[src/rtl/lsu_pkg.sv]
// -----------------------------------------------------------------------------
// lsu_pkg
// Shared definitions for the load/store unit:
//   - RV64 funct3 size/sign codes (F3_B .. F3_WU)
//   - FSM state enumeration (IDLE, RD, WR, RESP)
//   - size_bytes(): access size in bytes for a funct3 code
// No ports (package).
// -----------------------------------------------------------------------------
package lsu_pkg;

    localparam logic [2:0] F3_B  = 3'b000;
    localparam logic [2:0] F3_H  = 3'b001;
    localparam logic [2:0] F3_W  = 3'b010;
    localparam logic [2:0] F3_D  = 3'b011;
    localparam logic [2:0] F3_BU = 3'b100;
    localparam logic [2:0] F3_HU = 3'b101;
    localparam logic [2:0] F3_WU = 3'b110;

    typedef enum logic [1:0] {
        IDLE = 2'd0,
        RD   = 2'd1,
        WR   = 2'd2,
        RESP = 2'd3
    } lsu_state_t;

    // Access size in bytes; unknown codes report a full doubleword.
    function automatic logic [3:0] size_bytes(input logic [2:0] funct3);
        logic [3:0] n;
        case (funct3)
            F3_B, F3_BU: n = 4'd1;
            F3_H, F3_HU: n = 4'd2;
            F3_W, F3_WU: n = 4'd4;
            F3_D:        n = 4'd8;
            default:     n = 4'd8;
        endcase
        return n;
    endfunction

endpackage

[src/rtl/lsu_align.sv]
// -----------------------------------------------------------------------------
// lsu_align
// Purely combinational data steering for the load/store unit.
//   funct3      in  3   size/sign code of the latched request
//   mem_data    in  64  doubleword read from memory at the request address
//   store_data  in  64  store data (low bytes significant)
//   load_data   out 64  mem_data truncated and sign/zero extended
//   merge_data  out 64  mem_data with its low N bytes replaced by store_data
// The memory is byte addressed and returns the doubleword starting at the
// request address, so the wanted bytes are always the low-order ones.
// -----------------------------------------------------------------------------
module lsu_align import lsu_pkg::*; (
    input  logic [2:0]  funct3,
    input  logic [63:0] mem_data,
    input  logic [63:0] store_data,
    output logic [63:0] load_data,
    output logic [63:0] merge_data
);

    // Load extraction and sign/zero extension.
    always_comb begin
        load_data = 64'd0;
        case (funct3)
            F3_B:    load_data = {{56{mem_data[7]}},  mem_data[7:0]};
            F3_H:    load_data = {{48{mem_data[15]}}, mem_data[15:0]};
            F3_W:    load_data = {{32{mem_data[31]}}, mem_data[31:0]};
            F3_D:    load_data = mem_data;
            F3_BU:   load_data = {56'd0, mem_data[7:0]};
            F3_HU:   load_data = {48'd0, mem_data[15:0]};
            F3_WU:   load_data = {32'd0, mem_data[31:0]};
            default: load_data = 64'd0;
        endcase
    end

    // Store byte merge: low size_bytes(funct3) bytes come from store_data.
    always_comb begin
        logic [3:0] n;
        n          = size_bytes(funct3);
        merge_data = mem_data;
        for (int i = 0; i < 8; i++) begin
            if (4'(i) < n) begin
                merge_data[8*i +: 8] = store_data[8*i +: 8];
            end else begin
                merge_data[8*i +: 8] = mem_data[8*i +: 8];
            end
        end
    end

endmodule

[src/rtl/load_store_unit.sv]
// -----------------------------------------------------------------------------
// load_store_unit
// Initiator for a byte-addressed 64-bit data memory port. Accepts one load or
// store at a time; sub-doubleword stores are performed as read-modify-write
// because the memory always writes 8 bytes.
// Ports:
//   clk, reset                      clock (rising edge), async active-high reset
//   req_valid/req_ready             request handshake
//   req_write, req_funct3           1 = store; RV64 size/sign code
//   req_addr, req_wdata             byte address; store data (low bytes)
//   resp_valid/resp_ready           response handshake
//   resp_rdata, resp_err            extended load data (0 for stores/errors); reject
//   Mem_Addr, Write_Data            memory address / write data (hold when idle)
//   MemWrite, MemRead               memory strobes, asserted only in WR / RD
//   Read_Data                       memory read data, combinational from Mem_Addr
// Build option: LSU_MISALIGN_TRAP_EN - when defined, accesses not aligned to
// their size are rejected with resp_err instead of being performed.
// All outputs are registered; nothing from req_* reaches the memory port
// combinationally.
// -----------------------------------------------------------------------------
module load_store_unit import lsu_pkg::*; #(
    parameter int unsigned MEM_BYTES = 64
) (
    input  logic        clk,
    input  logic        reset,
    input  logic        req_valid,
    output logic        req_ready,
    input  logic        req_write,
    input  logic [2:0]  req_funct3,
    input  logic [63:0] req_addr,
    input  logic [63:0] req_wdata,
    output logic        resp_valid,
    input  logic        resp_ready,
    output logic [63:0] resp_rdata,
    output logic        resp_err,
    output logic [63:0] Mem_Addr,
    output logic [63:0] Write_Data,
    output logic        MemWrite,
    output logic        MemRead,
    input  logic [63:0] Read_Data
);

    // Highest legal start address; compared unsigned so wrapped addresses fail.
    localparam logic [63:0] ADDR_LIMIT = 64'(MEM_BYTES) - 64'd8;

    lsu_state_t  state_r;
    lsu_state_t  state_next_s;

    logic [2:0]  funct3_r;
    logic        write_r;
    logic [63:0] wdata_r;

    logic        accept_s;
    logic        bad_f3_s;
    logic        range_s;
    logic        misalign_s;
    logic        err_s;

    logic [63:0] load_s;
    logic [63:0] merge_s;

    logic        req_ready_r,  req_ready_next_s;
    logic        resp_valid_r, resp_valid_next_s;
    logic [63:0] resp_rdata_r, resp_rdata_next_s;
    logic        resp_err_r,   resp_err_next_s;
    logic [63:0] mem_addr_r,   mem_addr_next_s;
    logic [63:0] write_data_r, write_data_next_s;
    logic        mem_write_r,  mem_write_next_s;
    logic        mem_read_r,   mem_read_next_s;

    assign accept_s = (state_r == IDLE) && req_valid;

    // Request legality: funct3 validity, address range, optional alignment.
    always_comb begin
        if (req_write) begin
            bad_f3_s = (req_funct3 >= F3_BU);
        end else begin
            bad_f3_s = (req_funct3 == 3'b111);
        end
        range_s    = (req_addr > ADDR_LIMIT);
        misalign_s = 1'b0;
`ifdef LSU_MISALIGN_TRAP_EN
        misalign_s = ((req_addr[3:0] & (size_bytes(req_funct3) - 4'd1)) != 4'd0);
`else
        misalign_s = 1'b0;
`endif
        err_s = bad_f3_s | range_s | misalign_s;
    end

    lsu_align u_align (
        .funct3     (funct3_r),
        .mem_data   (Read_Data),
        .store_data (wdata_r),
        .load_data  (load_s),
        .merge_data (merge_s)
    );

    // FSM state register.
    always_ff @(posedge clk or posedge reset) begin
        if (reset) begin
            state_r <= IDLE;
        end else begin
            state_r <= state_next_s;
        end
    end

    // FSM next-state decode; doubleword stores skip the read phase.
    always_comb begin
        state_next_s = state_r;
        case (state_r)
            IDLE: begin
                if (!req_valid) begin
                    state_next_s = IDLE;
                end else if (err_s) begin
                    state_next_s = RESP;
                end else if (req_write && (req_funct3 == F3_D)) begin
                    state_next_s = WR;
                end else begin
                    state_next_s = RD;
                end
            end
            RD: begin
                if (write_r) begin
                    state_next_s = WR;
                end else begin
                    state_next_s = RESP;
                end
            end
            WR:   state_next_s = RESP;
            RESP: begin
                if (resp_ready) begin
                    state_next_s = IDLE;
                end else begin
                    state_next_s = RESP;
                end
            end
            default: state_next_s = IDLE;
        endcase
    end

    // Request latches, loaded on the accept edge.
    always_ff @(posedge clk or posedge reset) begin
        if (reset) begin
            funct3_r <= 3'd0;
            write_r  <= 1'b0;
            wdata_r  <= 64'd0;
        end else if (accept_s) begin
            funct3_r <= req_funct3;
            write_r  <= req_write;
            wdata_r  <= req_wdata;
        end else begin
            funct3_r <= funct3_r;
            write_r  <= write_r;
            wdata_r  <= wdata_r;
        end
    end

    // Output decode: next values of every registered output.
    always_comb begin
        req_ready_next_s  = (state_next_s == IDLE);
        resp_valid_next_s = (state_next_s == RESP);
        mem_read_next_s   = (state_next_s == RD);
        mem_write_next_s  = (state_next_s == WR);

        mem_addr_next_s = mem_addr_r;
        if (accept_s && !err_s) begin
            mem_addr_next_s = req_addr;
        end else begin
            mem_addr_next_s = mem_addr_r;
        end

        // Doubleword stores write req_wdata directly; narrower stores merge
        // into the doubleword captured at the end of RD.
        write_data_next_s = write_data_r;
        if (accept_s && !err_s && req_write && (req_funct3 == F3_D)) begin
            write_data_next_s = req_wdata;
        end else if ((state_r == RD) && write_r) begin
            write_data_next_s = merge_s;
        end else begin
            write_data_next_s = write_data_r;
        end

        resp_rdata_next_s = resp_rdata_r;
        if (accept_s) begin
            resp_rdata_next_s = 64'd0;
        end else if ((state_r == RD) && !write_r) begin
            resp_rdata_next_s = load_s;
        end else if ((state_r == RESP) && resp_ready) begin
            resp_rdata_next_s = 64'd0;
        end else begin
            resp_rdata_next_s = resp_rdata_r;
        end

        resp_err_next_s = resp_err_r;
        if (accept_s) begin
            resp_err_next_s = err_s;
        end else if ((state_r == RESP) && resp_ready) begin
            resp_err_next_s = 1'b0;
        end else begin
            resp_err_next_s = resp_err_r;
        end
    end

    // Output registers; reset drops the strobes and any pending response.
    always_ff @(posedge clk or posedge reset) begin
        if (reset) begin
            req_ready_r  <= 1'b1;
            resp_valid_r <= 1'b0;
            resp_rdata_r <= 64'd0;
            resp_err_r   <= 1'b0;
            mem_addr_r   <= 64'd0;
            write_data_r <= 64'd0;
            mem_write_r  <= 1'b0;
            mem_read_r   <= 1'b0;
        end else begin
            req_ready_r  <= req_ready_next_s;
            resp_valid_r <= resp_valid_next_s;
            resp_rdata_r <= resp_rdata_next_s;
            resp_err_r   <= resp_err_next_s;
            mem_addr_r   <= mem_addr_next_s;
            write_data_r <= write_data_next_s;
            mem_write_r  <= mem_write_next_s;
            mem_read_r   <= mem_read_next_s;
        end
    end

    assign req_ready  = req_ready_r;
    assign resp_valid = resp_valid_r;
    assign resp_rdata = resp_rdata_r;
    assign resp_err   = resp_err_r;
    assign Mem_Addr   = mem_addr_r;
    assign Write_Data = write_data_r;
    assign MemWrite   = mem_write_r;
    assign MemRead    = mem_read_r;

endmodule

[config.mk]
export PLATFORM = sky130hd
export DESIGN_NAME = load_store_unit
export DESIGN_NICKNAME = d
export VERILOG_FILES = /design/src/rtl/lsu_pkg.sv /design/src/rtl/lsu_align.sv /design/src/rtl/load_store_unit.sv
export SDC_FILE = /design/constraint.sdc
export NUM_CORES = 1
export LEC_CHECK = 0
export CAP_MARGIN = 20
export CELL_PAD_IN_SITES_DETAIL_PLACEMENT = 1
export CELL_PAD_IN_SITES_GLOBAL_PLACEMENT = 1
export CORE_ASPECT_RATIO = 0.75
export CORE_MARGIN = 10
export CORE_UTILIZATION = 37
export DETAILED_ROUTE_END_ITERATION = 6
export HOLD_SLACK_MARGIN = 0.02
export MAX_ROUTING_LAYER = met4
export PLACE_DENSITY_LB_ADDON = 0.15
export SKIP_LAST_GASP = 1
export SYNTH_ARGS = -nofsm -noshare
export SYNTH_HDL_FRONTEND = slang
export SYNTH_SLANG_ARGS = --single-unit
[constraint.sdc]
create_clock -name clk -period 16.1 [get_ports clk]
set_clock_uncertainty 0.2 [all_clocks]
set_input_delay 3.22 -clock clk [delete_from_list [all_inputs] [get_ports clk]]
set_output_delay 3.22 -clock clk [all_outputs]
set_load 0.01 [all_outputs]
==> flow_summary.html <==
<table>
<tr><th>Metric</th><th>Value</th></tr>
<tr><th colspan="2">Floorplan</th></tr>
<tr><td>Area of the core</td><td>just over 30000 sq um</td></tr>
<tr><td>Overall die width</td><td>around 220 um</td></tr>
<tr><td>Cell Rows</td><td>55</td></tr>
<tr><td>Starting density of the core</td><td>between 30% and 40%</td></tr>
<tr><td>Number of ports placed on the die boundary</td><td>397</td></tr>
<tr><td>Height of the chip</td><td>~170 um</td></tr>
<tr><td>Die Area</td><td>38500 sq um</td></tr>
<tr><th colspan="2">Critical path</th></tr>
<tr><td>Critical Path Sink Type</td><td>flip-flop</td></tr>
<tr><td>Reg2Reg Capture Point</td><td>Write_Data[33]$_DFFE_PP0P_</td></tr>
<tr><td>FF-to-FF Start</td><td>state_r[1]$_DFF_PP0_</td></tr>
<tr><td>Data arrival time of the critical path</td><td>around 6 ns</td></tr>
<tr><td>Sum of buffers and inverters on the critical path</td><td>3</td></tr>
<tr><td>Worst Path Class, Setup</td><td>in2reg</td></tr>
<tr><td>Worst reg2reg path depth</td><td>6</td></tr>
<tr><td>CP peak stage delay</td><td>0.73 ns</td></tr>
<tr><td>Family of cells with the greatest summed delay on the critical path</td><td>buffers and inverters</td></tr>
<tr><td>Data required time at the worst endpoint</td><td>roughly 16 ns</td></tr>
<tr><td>Cell-by-cell listing of the critical path</td><td>clkdlybuf4s50_1, and2_2, buf_4, nand4_1, buf_4, mux2_4</td></tr>
<tr><td>Cell type with the highest occurrence count on the critical path</td><td>buf_4</td></tr>
<tr><td>Setup slack on the worst flop-to-flop path</td><td>roughly 13 ns</td></tr>
<tr><td>Worst-path fanout max</td><td>70</td></tr>
<tr><td>Critical-path cell with the highest stage delay</td><td>buf_4</td></tr>
<tr><td>Critical path launch point type</td><td>input pin</td></tr>
<tr><th colspan="2">Synthesis</th></tr>
<tr><td>Synth Net Count</td><td>1286</td></tr>
<tr><td>Library cell with the largest summed area after synthesis</td><td>dfrtp_1</td></tr>
<tr><td>Avg Synthesized Cell Area</td><td>~11 sq um</td></tr>
<tr><td>Synthesis-stage register bit count</td><td>267</td></tr>
<tr><td>Gate count after technology mapping</td><td>around 1100</td></tr>
<tr><td>Most common library cells after synthesis</td><td>nand2_1 (318), dfrtp_1 (266), o21ai_0 (113)</td></tr>
<tr><td>Fraction of registers with async set/reset</td><td>100%</td></tr>
<tr><td>Number of unique standard cell types used by synthesis</td><td>38</td></tr>
<tr><td>Ranking of synthesized cells by area</td><td>dfrtp_1 (58%), nand2_1 (10%), mux2_4 (6.4%), mux2i_1 (5.0%), o21ai_0 (4.9%)</td></tr>
<tr><td>Total of warnings raised by yosys</td><td>0</td></tr>
<tr><td>Sequential cell area fraction in the yosys report</td><td>a little under 60%</td></tr>
<tr><td>Count of flip-flops with a built-in enable after synthesis</td><td>0</td></tr>
<tr><td>Fraction of post-synthesis cell area in the top cell type by area</td><td>between 50 and 60%</td></tr>
<tr><td>Post-synthesis instance area</td><td>11500 sq um</td></tr>
<tr><td>Prevailing post-synth register cell</td><td>dfrtp_1</td></tr>
<tr><td>Cell with the most instances after synthesis</td><td>nand2_1</td></tr>
<tr><th colspan="2">Route</th></tr>
<tr><td>Wire length reported by the detailed router</td><td>approximately 43 mm</td></tr>
<tr><td>DRC errors left</td><td>0</td></tr>
<tr><td>Iteration count of the initial detailed-routing pass</td><td>6</td></tr>
<tr><td>Post-route antenna net violation count</td><td>0</td></tr>
<tr><td>First DRT Iteration DRCs</td><td>about 480</td></tr>
<tr><td>Detailed-route wire length per cell</td><td>about 23 um</td></tr>
<tr><td>Via density</td><td>5.06</td></tr>
<tr><td>DR vias</td><td>between 9000 and 10000</td></tr>
<tr><th colspan="2">Clocking</th></tr>
<tr><td>Post-CTS Setup Inserts</td><td>0</td></tr>
<tr><td>Number of clock sinks</td><td>approximately 270</td></tr>
<tr><td>Clock Tree Buf Depth</td><td>3</td></tr>
<tr><td>Post-CTS Hold Fix Bufs</td><td>0</td></tr>
<tr><td>Clock slew at reported path FFs</td><td>0.06 ns</td></tr>
<tr><td>Worst-skew pair later-pin latency</td><td>roughly 0.53 ns</td></tr>
<tr><td>Clock Tree Root</td><td>clkbuf_16</td></tr>
<tr><td>Clock tree from TritonCTS</td><td>built</td></tr>
<tr><td>CTS-repair resized insts</td><td>0</td></tr>
<tr><td>Number of buffers created by CTS</td><td>29</td></tr>
<tr><td>Number of levels in the clock H-tree</td><td>1</td></tr>
<tr><th colspan="2">Min path</th></tr>
<tr><td>Hold depth</td><td>2</td></tr>
<tr><td>End point of the most critical hold path</td><td>wdata_r[59]$_DFFE_PP0P_</td></tr>
<tr><td>Startpoint of the most critical hold path</td><td>wdata_r[59]$_DFFE_PP0P_</td></tr>
<tr><td>Type of the tightest min-delay check</td><td>reg2reg</td></tr>
<tr><th colspan="2">Global routing</th></tr>
<tr><td>Maximum number of pins on one net before global-route repair</td><td>between 100 and 150</td></tr>
<tr><td>First-pass GRT wire length</td><td>approximately 66 mm</td></tr>
<tr><td>Residual overflow from global routing</td><td>0</td></tr>
<tr><td>Vias in the first global route</td><td>10500</td></tr>
<tr><td>Initial antenna violation count</td><td>6</td></tr>
<tr><td>GRT Resource Usage Total</td><td>between 20 and 25%</td></tr>
<tr><th colspan="2">Pwr</th></tr>
<tr><td>Seq pwr share</td><td>37.2%</td></tr>
<tr><td>Max VDD drop</td><td>0.0871 mV</td></tr>
<tr><td>Comb power frac</td><td>roughly two fifths</td></tr>
<tr><td>Power density of the placed cells</td><td>~160 nW/um^2</td></tr>
<tr><td>Clock share of power</td><td>about a quarter</td></tr>
<tr><td>Switching part of the total power</td><td>between 30 and 40%</td></tr>
<tr><td>Internal cell power</td><td>approximately 1.8 mW</td></tr>
<tr><td>Switch Pwr</td><td>~0.9 mW</td></tr>
<tr><td>Static leakage</td><td>a little under 8 nW</td></tr>
<tr><th colspan="2">Timing</th></tr>
<tr><td>FMAX</td><td>175 MHz</td></tr>
<tr><td>Number of setup violations in the final report</td><td>0</td></tr>
<tr><td>Setup repair after global routing missed its margin</td><td>false</td></tr>
<tr><td>Min Tclk post-route</td><td>~5.7 ns</td></tr>
<tr><td>Remaining max-slew budget at the tightest pin</td><td>33.3%</td></tr>
<tr><td>Number of endpoints with negative hold slack in the final report</td><td>0</td></tr>
<tr><td>Number of max-slew violations in the final report</td><td>0</td></tr>
<tr><td>Setup TNS after final layout</td><td>0 ns</td></tr>
<tr><td>Portion of the clock cycle consumed by the worst path in the final layout</td><td>roughly 35%</td></tr>
<tr><td>Worst-margin pin slew</td><td>~1 ns</td></tr>
<tr><th colspan="2">Job</th></tr>
<tr><td>Max-capacitance violation count</td><td>0</td></tr>
<tr><th colspan="2">Place</th></tr>
<tr><td>Count of input and output buffers</td><td>just under 400</td></tr>
<tr><td>Detailed placer's ending HPWL</td><td>30.2 mm</td></tr>
<tr><td>Final weighted congestion of routability-driven global placement</td><td>around 0.80</td></tr>
<tr><td>Number of cells after detailed placement</td><td>1821</td></tr>
<tr><th colspan="2">Layout</th></tr>
<tr><td>Fraction of final layout cells with drive strength greater than 1</td><td>under 10%</td></tr>
<tr><td>Post-layout nets</td><td>between 1500 and 2000</td></tr>
<tr><td>Layout fillers</td><td>about 3300</td></tr>
<tr><td>Multi-input logic area</td><td>between 4000 and 5000 sq um</td></tr>
<tr><td>Register area</td><td>6680 sq um</td></tr>
<tr><td>Relative area change from synthesis to final layout</td><td>45.6%</td></tr>
<tr><td>Final non-filler cell total</td><td>between 1500 and 2000</td></tr>
<tr><th colspan="2">Run status</th></tr>
<tr><td>Result of the run</td><td>finished clean</td></tr>
</table>
kinds of logic (layout without fill, tap and decap cells):
family	after synthesis	in the layout	share of synthesized area (%)
flip-flops	267	267	58.2
other	0	7	0
AO/OA/AOI/OAI	187	187	8.57
multiplexers	135	135	14.2
buffers and inverters	75	464	2.98
AND/OR/NAND/NOR	422	422	16.0
metrics by stage:
stage | power (mW) | setup WS, ns | hold slack [ns] | utilization (%) | cell area (sq um)
6_report | 2.71 | 10.40 | 0.271 | 55.1 | 16700
5_1_grt | 2.89 | 10.26 | 0.305 | 55.1 | 16700
4_1_cts | 2.74 | 10.37 | 0.275 | 54.8 | 16600
3_5_place_dp | 2.09 | 9.80 | 0.260 | 51.9 | 15700
3_3_place_gp | 2.05 | 9.79 | 0.254 | 51.9 | 15700
2_1_floorplan | 1.57 | 5.33 | 0.242 | - | 11500
state kept, by name, indices dropped and copies added (netlist names):
signal      flops
MemRead         1
MemWrite        1
Mem_Addr       64
Write_Data     64
funct3_r        3
req_ready       1
resp_err        1
resp_rdata     64
resp_valid      1
state_r         2
wdata_r        64
write_r         1
how the worst max path moves through the flow:
stage,start,end,slack [ns],cells after the start
6_report,req_valid,Write_Data[33]$_DFFE_PP0P_,10.40,6
5_1_grt,req_valid,Write_Data[33]$_DFFE_PP0P_,10.26,6
4_1_cts,req_valid,Write_Data[33]$_DFFE_PP0P_,10.37,6
3_5_place_dp,req_funct3[1],Mem_Addr[5]$_DFFE_PP0P_,9.80,6
3_3_place_gp,req_valid,Write_Data[28]$_DFFE_PP0P_,9.79,6
2_1_floorplan,reset,MemRead$_DFF_PP0_,5.33,1
cell usage in the layout, fill, tap and decap left out, types with 4 or more instances in the layout:
cell type / n
buf_4: 10
mux2i_1: 57
a22o_1: 8
a21oi_1: 58
clkbuf_16: 29
mux2_2: 29
clkdlybuf4s50_1: 396
diode_2: 7
nor4_1: 14
clkbuf_1: 11
clkbuf_8: 9
nand2_1: 316
mux2_4: 49
o21ai_0: 113
nand4_1: 4
dfrtp_1: 266
and2_1: 58
nor2_1: 6
worst reg2reg max path: stages (launching register included):
cell and delay (ns):
dfrtp_1 0.43, nor2_1 0.22, and2_2 0.22, buf_4 0.73, nand4_1 0.32, buf_4 0.44
mux2_4 0.46
layer usage:
metal	routed length, um	global-route usage, %
met1	18200	27.0
met2	20600	35.4
met3	2980	6.40
met4	860	4.86
met5	0	-
final cells by class:
class | instances | share of cell area, %
Sequential cell | 267 | 40.0
Multi-Input combinational cell | 744 | 26.8
Timing Repair Buffer | 410 | 24.6
Clock buffer | 49 | 5.33
Tap cell | 399 | 2.99
Inverter | 4 | 0.135
Antenna cell | 7 | 0.105
Clock inverter | 1 | 0.0300
power by group through the flow:
stage / combinational (mW) / sequential (mW) / clock, mW
global placement: 1.04 / 1.01 / 0
global route: 1.17 / 1.04 / 0.686
CTS: 1.08 / 1.01 / 0.654
detailed placement: 1.07 / 1.02 / 0
finish: 1.06 / 1.01 / 0.637
floorplan: 0.523 / 1.05 / 0
(Power assumes the default switching activity.)
